**config.mk**
```make
export PLATFORM = sky130hd
export DESIGN_NAME = div32_16
export DESIGN_NICKNAME = d
export VERILOG_FILES = /design/src/rtl/div_pkg.sv /design/src/rtl/div_step.sv /design/src/rtl/div32_16.sv
export SDC_FILE = /design/constraint.sdc
export NUM_CORES = 1
export LEC_CHECK = 0
export CAP_MARGIN = 20
export CORE_MARGIN = 2
export CORE_UTILIZATION = 52
export DETAILED_ROUTE_END_ITERATION = 8
export PLACE_DENSITY_LB_ADDON = 0.05
export SETUP_SLACK_MARGIN = 0.5
export SKIP_LAST_GASP = 1
export SLEW_MARGIN = 40
export SYNTH_ARGS = -nofsm -noshare
export SYNTH_HDL_FRONTEND = slang
export SYNTH_SLANG_ARGS = --single-unit
```
**constraint.sdc**
```tcl
create_clock -name clk -period 2.6 [get_ports clk]
set_input_delay 0.26 -clock clk [delete_from_list [all_inputs] [get_ports clk]]
set_output_delay 0.26 -clock clk [all_outputs]
set_load 0.03 [all_outputs]
```
**src/rtl/div_pkg.sv**
```systemverilog
// Shared sizes, FSM encoding and constants for the serial signed divider.
package div_pkg;
  localparam int unsigned DW = 16;
  localparam int unsigned NW = 2 * DW;
  localparam int unsigned CW = 6;
  localparam logic [DW-1:0] DBZ_QUOT = 16'hFFFF;

  typedef enum logic [1:0] {
    IDLE,
    CALC,
    FIX,
    DONE
  } state_t;
endpackage

```
**src/rtl/div_step.sv**
```systemverilog
// One restoring-division iteration on unsigned magnitudes.
module div_step
  import div_pkg::*;
(
  input  logic [DW:0] rem_in,
  input  logic        bit_in,
  input  logic [DW:0] dsr,
  output logic [DW:0] rem_out,
  output logic        q_bit
);
  logic [DW+1:0] shifted;
  logic [DW+1:0] diff;

  always_comb begin
    shifted = {rem_in, bit_in};
    diff    = shifted - {1'b0, dsr};
    q_bit   = ~diff[DW+1];
    rem_out = q_bit ? diff[DW:0] : shifted[DW:0];
  end
endmodule

```
**src/rtl/div32_16.sv**
```systemverilog
// 32/16 signed serial restoring divider with valid/ready on both sides.
// Define DIV32_16_OVF_EN to add the ovf output and saturate overflowing quotients.
module div32_16
  import div_pkg::*;
(
  input  logic          clk,
  input  logic          rst_n,
  input  logic          in_valid,
  output logic          in_ready,
  input  logic [NW-1:0] dividend,
  input  logic [DW-1:0] divisor,
  output logic          out_valid,
  input  logic          out_ready,
  output logic [DW-1:0] quotient,
  output logic [DW-1:0] remainder,
  output logic          dbz
`ifdef DIV32_16_OVF_EN
  ,
  output logic          ovf
`endif
);
  state_t        state_q, state_nxt;
  logic [CW-1:0] cnt_q;
  // Dividend bits shift out of the top while quotient bits shift into the bottom.
  logic [NW-1:0] acc_q;
  logic [DW:0]   rem_q;
  logic [DW:0]   dsr_q;
  logic          neg_q_q, neg_r_q, dbz_q;
  logic [DW-1:0] dvd_lo_q;

  logic [NW-1:0] dvd_abs;
  logic [DW:0]   dsr_abs;
  logic [DW:0]   rem_nxt;
  logic          q_bit;
  logic [DW-1:0] quot_fix;
  logic [DW-1:0] rem_fix;
`ifdef DIV32_16_OVF_EN
  logic          ovf_fix;
`endif

  div_step u_step (
    .rem_in (rem_q),
    .bit_in (acc_q[NW-1]),
    .dsr    (dsr_q),
    .rem_out(rem_nxt),
    .q_bit  (q_bit)
  );

  // State register
  always_ff @(posedge clk or negedge rst_n) begin
    if (!rst_n) state_q <= IDLE;
    else        state_q <= state_nxt;
  end

  // Next-state logic
  always_comb begin
    state_nxt = state_q;
    case (state_q)
      IDLE:    if (in_valid) state_nxt = CALC;
      CALC:    if (cnt_q == CW'(NW - 1)) state_nxt = FIX;
      FIX:     state_nxt = DONE;
      DONE:    if (out_ready) state_nxt = IDLE;
      default: state_nxt = IDLE;
    endcase
  end

  // Operand magnitudes and sign application of the final result
  always_comb begin
    dvd_abs  = dividend[NW-1] ? NW'(-dividend) : dividend;
    dsr_abs  = {1'b0, (divisor[DW-1] ? DW'(-divisor) : divisor)};
    quot_fix = neg_q_q ? DW'(-acc_q[DW-1:0]) : acc_q[DW-1:0];
    rem_fix  = neg_r_q ? DW'(-rem_q[DW-1:0]) : rem_q[DW-1:0];
`ifdef DIV32_16_OVF_EN
    ovf_fix = neg_q_q ? (acc_q > NW'(2 ** (DW - 1))) : (acc_q > NW'(2 ** (DW - 1) - 1));
    if (ovf_fix) quot_fix = neg_q_q ? {1'b1, {(DW-1){1'b0}}} : {1'b0, {(DW-1){1'b1}}};
`endif
    if (dbz_q) begin
      quot_fix = DBZ_QUOT;
      rem_fix  = dvd_lo_q;
`ifdef DIV32_16_OVF_EN
      ovf_fix  = 1'b0;
`endif
    end
  end

  // Datapath and registered outputs
  always_ff @(posedge clk or negedge rst_n) begin
    if (!rst_n) begin
      in_ready  <= 1'b1;
      out_valid <= 1'b0;
      quotient  <= '0;
      remainder <= '0;
      dbz       <= 1'b0;
`ifdef DIV32_16_OVF_EN
      ovf       <= 1'b0;
`endif
      cnt_q     <= '0;
      acc_q     <= '0;
      rem_q     <= '0;
      dsr_q     <= '0;
      neg_q_q   <= 1'b0;
      neg_r_q   <= 1'b0;
      dbz_q     <= 1'b0;
      dvd_lo_q  <= '0;
    end else begin
      in_ready  <= (state_nxt == IDLE);
      out_valid <= (state_nxt == DONE);
      case (state_q)
        IDLE: if (in_valid) begin
          acc_q    <= dvd_abs;
          rem_q    <= '0;
          dsr_q    <= dsr_abs;
          neg_q_q  <= dividend[NW-1] ^ divisor[DW-1];
          neg_r_q  <= dividend[NW-1];
          dbz_q    <= (divisor == '0);
          dvd_lo_q <= dividend[DW-1:0];
          cnt_q    <= '0;
        end
        CALC: begin
          acc_q <= {acc_q[NW-2:0], q_bit};
          rem_q <= rem_nxt;
          cnt_q <= cnt_q + CW'(1);
        end
        FIX: begin
          quotient  <= quot_fix;
          remainder <= rem_fix;
          dbz       <= dbz_q;
`ifdef DIV32_16_OVF_EN
          ovf       <= ovf_fix;
`endif
        end
        default: ;
      endcase
    end
  end
endmodule

```
After elaboration in Yosys (flattened, before gate mapping)
Index checks and enable logic that the tools add are counted.
Storage, ports and cells
  bits in registers: 127
  bits of input ports: 52
  output and inout port bits: 35
  word-level logic and storage cells: 51
Cells by class
  add/sub/neg operators: 6
  equality and inequality tests: 6
  mux-type cells: 17
  bitwise logic cells: 2
  reductions and logical operators: 6
Operators with widths (number)
  16-bit two-way mux: 5
  32-bit two-way mux: 2
  32-bit case mux with 2 select lines: 1
  16-bit negation: 3
  17-bit two-way mux: 2
  17-bit case mux with 2 select lines: 1
  32-bit negation: 1
  18-bit by 16-bit subtractor with 18-bit output: 1
  16-bit logical NOT: 1
  6-bit case mux with 2 select lines: 1
  2-bit case mux with 4 select lines: 1
  6-bit by 1-bit adder with 6-bit output (second input constant): 1
  2-bit equality test (second input constant): 3
  6-bit by 5-bit equality test with 1-bit output (second input constant): 1
  2-bit two-way mux: 3
  6-bit two-way mux: 1
  2-bit logical NOT: 2
  2-bit AND reduction: 2
  2-bit by 1-bit equality test with 1-bit output (second input constant): 1
  2-bit inequality test (second input constant): 1
  2-bit nonzero test: 1
  1-bit NOT: 1
  1-bit bitwise XOR: 1

Longest topological paths before layout
  depth in word-level cells: 4
  depth in mapped cells: 11

By module
Synthesis repeated with hierarchy kept, for this count alone.
Unflattened totals
  cells, all modules: 883
  area total of the unflattened synthesis: 7886.3 um^2
By module, submodules not included
  div32_16: instances 1, cells an instance 706, area an instance 6593.8 um^2, sequential area each 3179.3 um^2
  div_step: instances 1, cells an instance 177, area an instance 1292.5 um^2, sequential area each 0.0 um^2

Worst setup path after synthesis
No wires, ideal clock.
  path kind: reg2reg
  start point: register rem_q[0]
  end point: register rem_q[16]
  setup time: 0.069 ns
  data arrival time: 2.700 ns
  data required time: 2.531 ns
  slack: -0.169 ns
  cell stages (with the launch flop): 10
  path buffers: 1
  path through: dfrtp_1 -> ha_1 -> nor2b_2 -> o2111ai_1 -> a2111o_1 -> and3_1 -> or3_1 -> clkbuf_1 -> or4_1 -> nand3_1
Between the ends
  longest elaborated chain between the ends: 3
RTL lines
  start, declared: RTL line div32_16.sv:26  | logic [DW:0] rem_q;
  start signal, assigned: RTL line div32_16.sv:121  | rem_q <= rem_nxt;
  18-bit by 16-bit subtractor with 18-bit output: RTL line div_step.sv:16  | diff = shifted - {1'b0, dsr};
  17-bit two-way mux: RTL line div_step.sv:18  | rem_out = q_bit ? diff[DW:0] : shifted[DW:0];
  17-bit case mux with 2 select lines: RTL line div32_16.sv:108  | case (state_q)
No other way between the ends.
A chain may end at the register's enable or synchronous reset.

Worst setup path in the final report
  start point: register rem_q[3]
  end point: register rem_q[14]
The elaborated chain is that of the path after synthesis.

==> results <==
[cell usage in the layout (no fill, tap or decap), types with 17 or more instances in the layout]
master,count
o21ai_1,24
clkdlybuf4s50_1,71
o31ai_1,17
nand2_1,154
a21oi_1,40
inv_1,29
xor2_1,58
o22ai_1,21
o21ai_0,66
dfrtp_1,125
xnor2_1,23
ha_1,17
nor2_1,42
a22oi_1,20
clkbuf_16,17
buf_4,105
[metal layers]
metal	vias to the layer above	track usage (%)
met2	208	48.34
li1	3436	-
met1	3487	36.78
met3	47	4.536
met5	-	0
met4	0	9.608
[through the flow]
step / cell area, um2 / TNS (ns) / util (%) / hold WS, ns / std cells
finish: 10550 / -0.01611 / 73.12 / 0.1724 / 1241
global route: 10550 / -1.273 / 73.12 / 0.1811 / 1241
CTS: 10250 / -0.01503 / 71.10 / 0.1980 / 1229
detailed placement: 9336 / -2.597 / 64.73 / 0.1795 / 1182
global placement: 9336 / -2.099 / 64.73 / 0.1739 / 1182
floorplan: 7760 / -0.04653 / - / -0.03559 / 865
[cell families after synthesis]
kind of cell | synth area share [%]
AOI/OAI and AO/OA | 21.54
xor gates and xnor gates | 9.622
adders and majority gates | 3.698
buffers and inverters | 4.778
DFF | 41.58
muxes | 2.356
and+or+nand+nor | 16.43
[cell usage after synthesis, types with 3 or more instances]
cell | instances | area, um2
o21ai_0 | 90 | 450.4
a21oi_1 | 43 | 215.2
a21o_1 | 8 | 60.06
and3_1 | 3 | 18.77
or4_1 | 6 | 45.04
nor2b_1 | 4 | 25.02
xnor2_1 | 25 | 219.0
inv_1 | 32 | 120.1
xor2_1 | 59 | 516.8
a31oi_1 | 3 | 18.77
a211o_1 | 3 | 26.28
o31ai_1 | 23 | 172.7
o41ai_1 | 9 | 78.83
or3_1 | 8 | 50.05
o211ai_1 | 6 | 45.04
nor2_1 | 44 | 165.2
o21ai_1 | 4 | 20.02
clkbuf_1 | 41 | 153.9
a211oi_1 | 3 | 22.52
mux2i_1 | 18 | 180.2
nand2_1 | 159 | 596.8
nand2b_1 | 5 | 31.28
nor3_1 | 8 | 40.04
a22oi_1 | 20 | 150.1
nand4_1 | 5 | 31.28
ha_1 | 21 | 262.8
or3_2 | 4 | 30.03
a21boi_0 | 3 | 22.52
o22ai_1 | 21 | 131.4
nand3_1 | 15 | 75.07
dfrtp_1 | 126 | 3153
nor4_1 | 3 | 18.77
[final timing paths]
check	startpoint	end	slack, ns	depth (start not counted)
worst max register to register	rem_q[3]$_DFFE_PN0P_	rem_q[14]$_DFFE_PN0P_	-0.01	8
max in group asynchronous	rst_n	dbz_q$_DFFE_PN0P_	1.60	3
worst min register to register	quotient[0]$_DFFE_PN0N_	quotient[0]$_DFFE_PN0N_	0.47	2
worst max-delay path	rem_q[3]$_DFFE_PN0P_	rem_q[14]$_DFFE_PN0P_	-0.01	8
worst min-delay path	dividend[10]	dvd_lo_q[10]$_DFFE_PN0P_	0.17	4
min in group asynchronous	rst_n	remainder[14]$_DFFE_PN0N_	0.27	2
[flip-flops by register name (all words and copies together), names as in the netlist]
| register | count |
|---|---|
| acc_q | 32 |
| cnt_q | 6 |
| dbz | 1 |
| dbz_q | 1 |
| dsr_q | 16 |
| dvd_lo_q | 16 |
| in_ready | 1 |
| neg_q_q | 1 |
| neg_r_q | 1 |
| out_valid | 1 |
| quotient | 16 |
| rem_q | 17 |
| remainder | 16 |
| state_q | 2 |
[timing repair]
item | in CTS | in global routing
pin swaps | 34 | 35
endpoints found under the hold margin | 22 | 0
hold buffers | 1 | 0
setup buffers | 13 | 12
resized for setup | 55 | 52
gates cloned | 1 | 0
setup endpoints to repair | 36 | 42
[worst max-delay path, stage by stage (launching register included)]
cell and delay, ns:
dfrtp_1 0.43, ha_4 0.32, a21o_1 0.14, a31oi_1 0.06, a2111o_1 0.49, and3_4 0.18
or3_4 0.39, and3_4 0.19, a221o_1 0.27
[cell type report]
cell class | count | area, um2 | area share (%)
Multi-Input combinational cell | 658 | 4503 | 42.70
Sequential cell | 127 | 3181 | 30.16
Timing Repair Buffer | 207 | 1884 | 17.87
Clock buffer | 17 | 425.4 | 4.034
Tap cell | 184 | 230.2 | 2.183
Clock inverter | 15 | 198.9 | 1.886
Inverter | 33 | 123.9 | 1.175
[power breakdown]
| group | total [mW] | switching, mW | internal, mW |
|---|---|---|---|
| sequential | 3.77 | 0.858 | 2.91 |
| clock | 2.54 | 1.00 | 1.54 |
| combinational | 8.32 | 4.38 | 3.94 |
| total | 14.6 | 6.24 | 8.39 |
==> metrics.csv <==
metric,value,unit
Syn Area/Cell,8.839,um2
"Hold Vio Cnt, Final",0,
met2 routed WL,10.96,mm
part of the Yosys area used for sequential elements,41.58,%
vias in the first global route,7198,
Post-DRT Antenna Nets,0,
Avg WL per Cell,17.75,um
asr flop ratio synth,100.0,%
Overflow after GRT,0,
Vias/cell,5.784,
vias post-DR,7178,
Hold Path Class,in -> reg,
#FFs+latches synth,127,
CTS tree,yes,
Max H-tree Level,4,
Crit Path Category,reg -> reg,
1st-iter DRT viols,453,
initial antenna violation count,0,
synth warn,0,
core box area,14420,um2
Rel. slew slack,56.03,%
first-pass GRT wire length,35.81,mm
f_max,383.2,MHz
diodes inserted,0,
violated checks,negative setup slack,
Max Slew Vio Count,0,
CTS Sinks,127,
root buf cell,clkbuf_16,
period utilisation layout,100.4,%
cell area after synthesis,7646,um2
worst-skew pair later-pin latency,0.43,ns
Startpoint Class,flop,
maximum fanout along the worst path,5,
final WL,22.03,mm
Boundary Pins,87,
Synth Instances,865,
max cap viols,0,
Nets,1118,
Leak,4.738,nW
layout cell share with drive strength beyond 1,22.23,%
CTS max path bufs,2,
post-place setup slack,-0.3149,ns
Max IR drop VDD,0.6518,mV
post-synth cell types,64,
# DRC,0,
RSZ-0062 raised after global routing,true,
drt first pass iters,5,
Routed met3 length,1.000,mm
WP data arrival,2.91,ns
chip width,125.3,um
WP data required,2.90,ns
number of synthesized flops with an enable pin,0,
largest net degree at the start of global routing,47,
row cnt,44,
crit end category,flop,
die area,15690,um2
met1 wire length,9.572,mm
syn_nets,939,
initial core utilization,53.01,%
Slew @ Worst Pin,0.6596,ns
final worst slack,-0.009712,ns
GP Congestion,0.9191,
Die Ht,125.3,um
gr usage total,28.28,%
# port buffers,86,
# fillers,1069,
P&R area growth vs syn,37.93,%
minimum clock period,2.610,ns
Pwr Density,1387,nW/um2
Max Used Layer,met4,
Worst-path clk slew,0.07,ns
clk_skew,0.009322,ns
CTS Buf Count,17,
Tot Pwr,14.63,mW
# setup viols final,3,
Post-synth top flop,dfrtp_1,
DP HPWL,15.53,mm
status,"finished, violations left",
(Power assumes the default switching activity.)
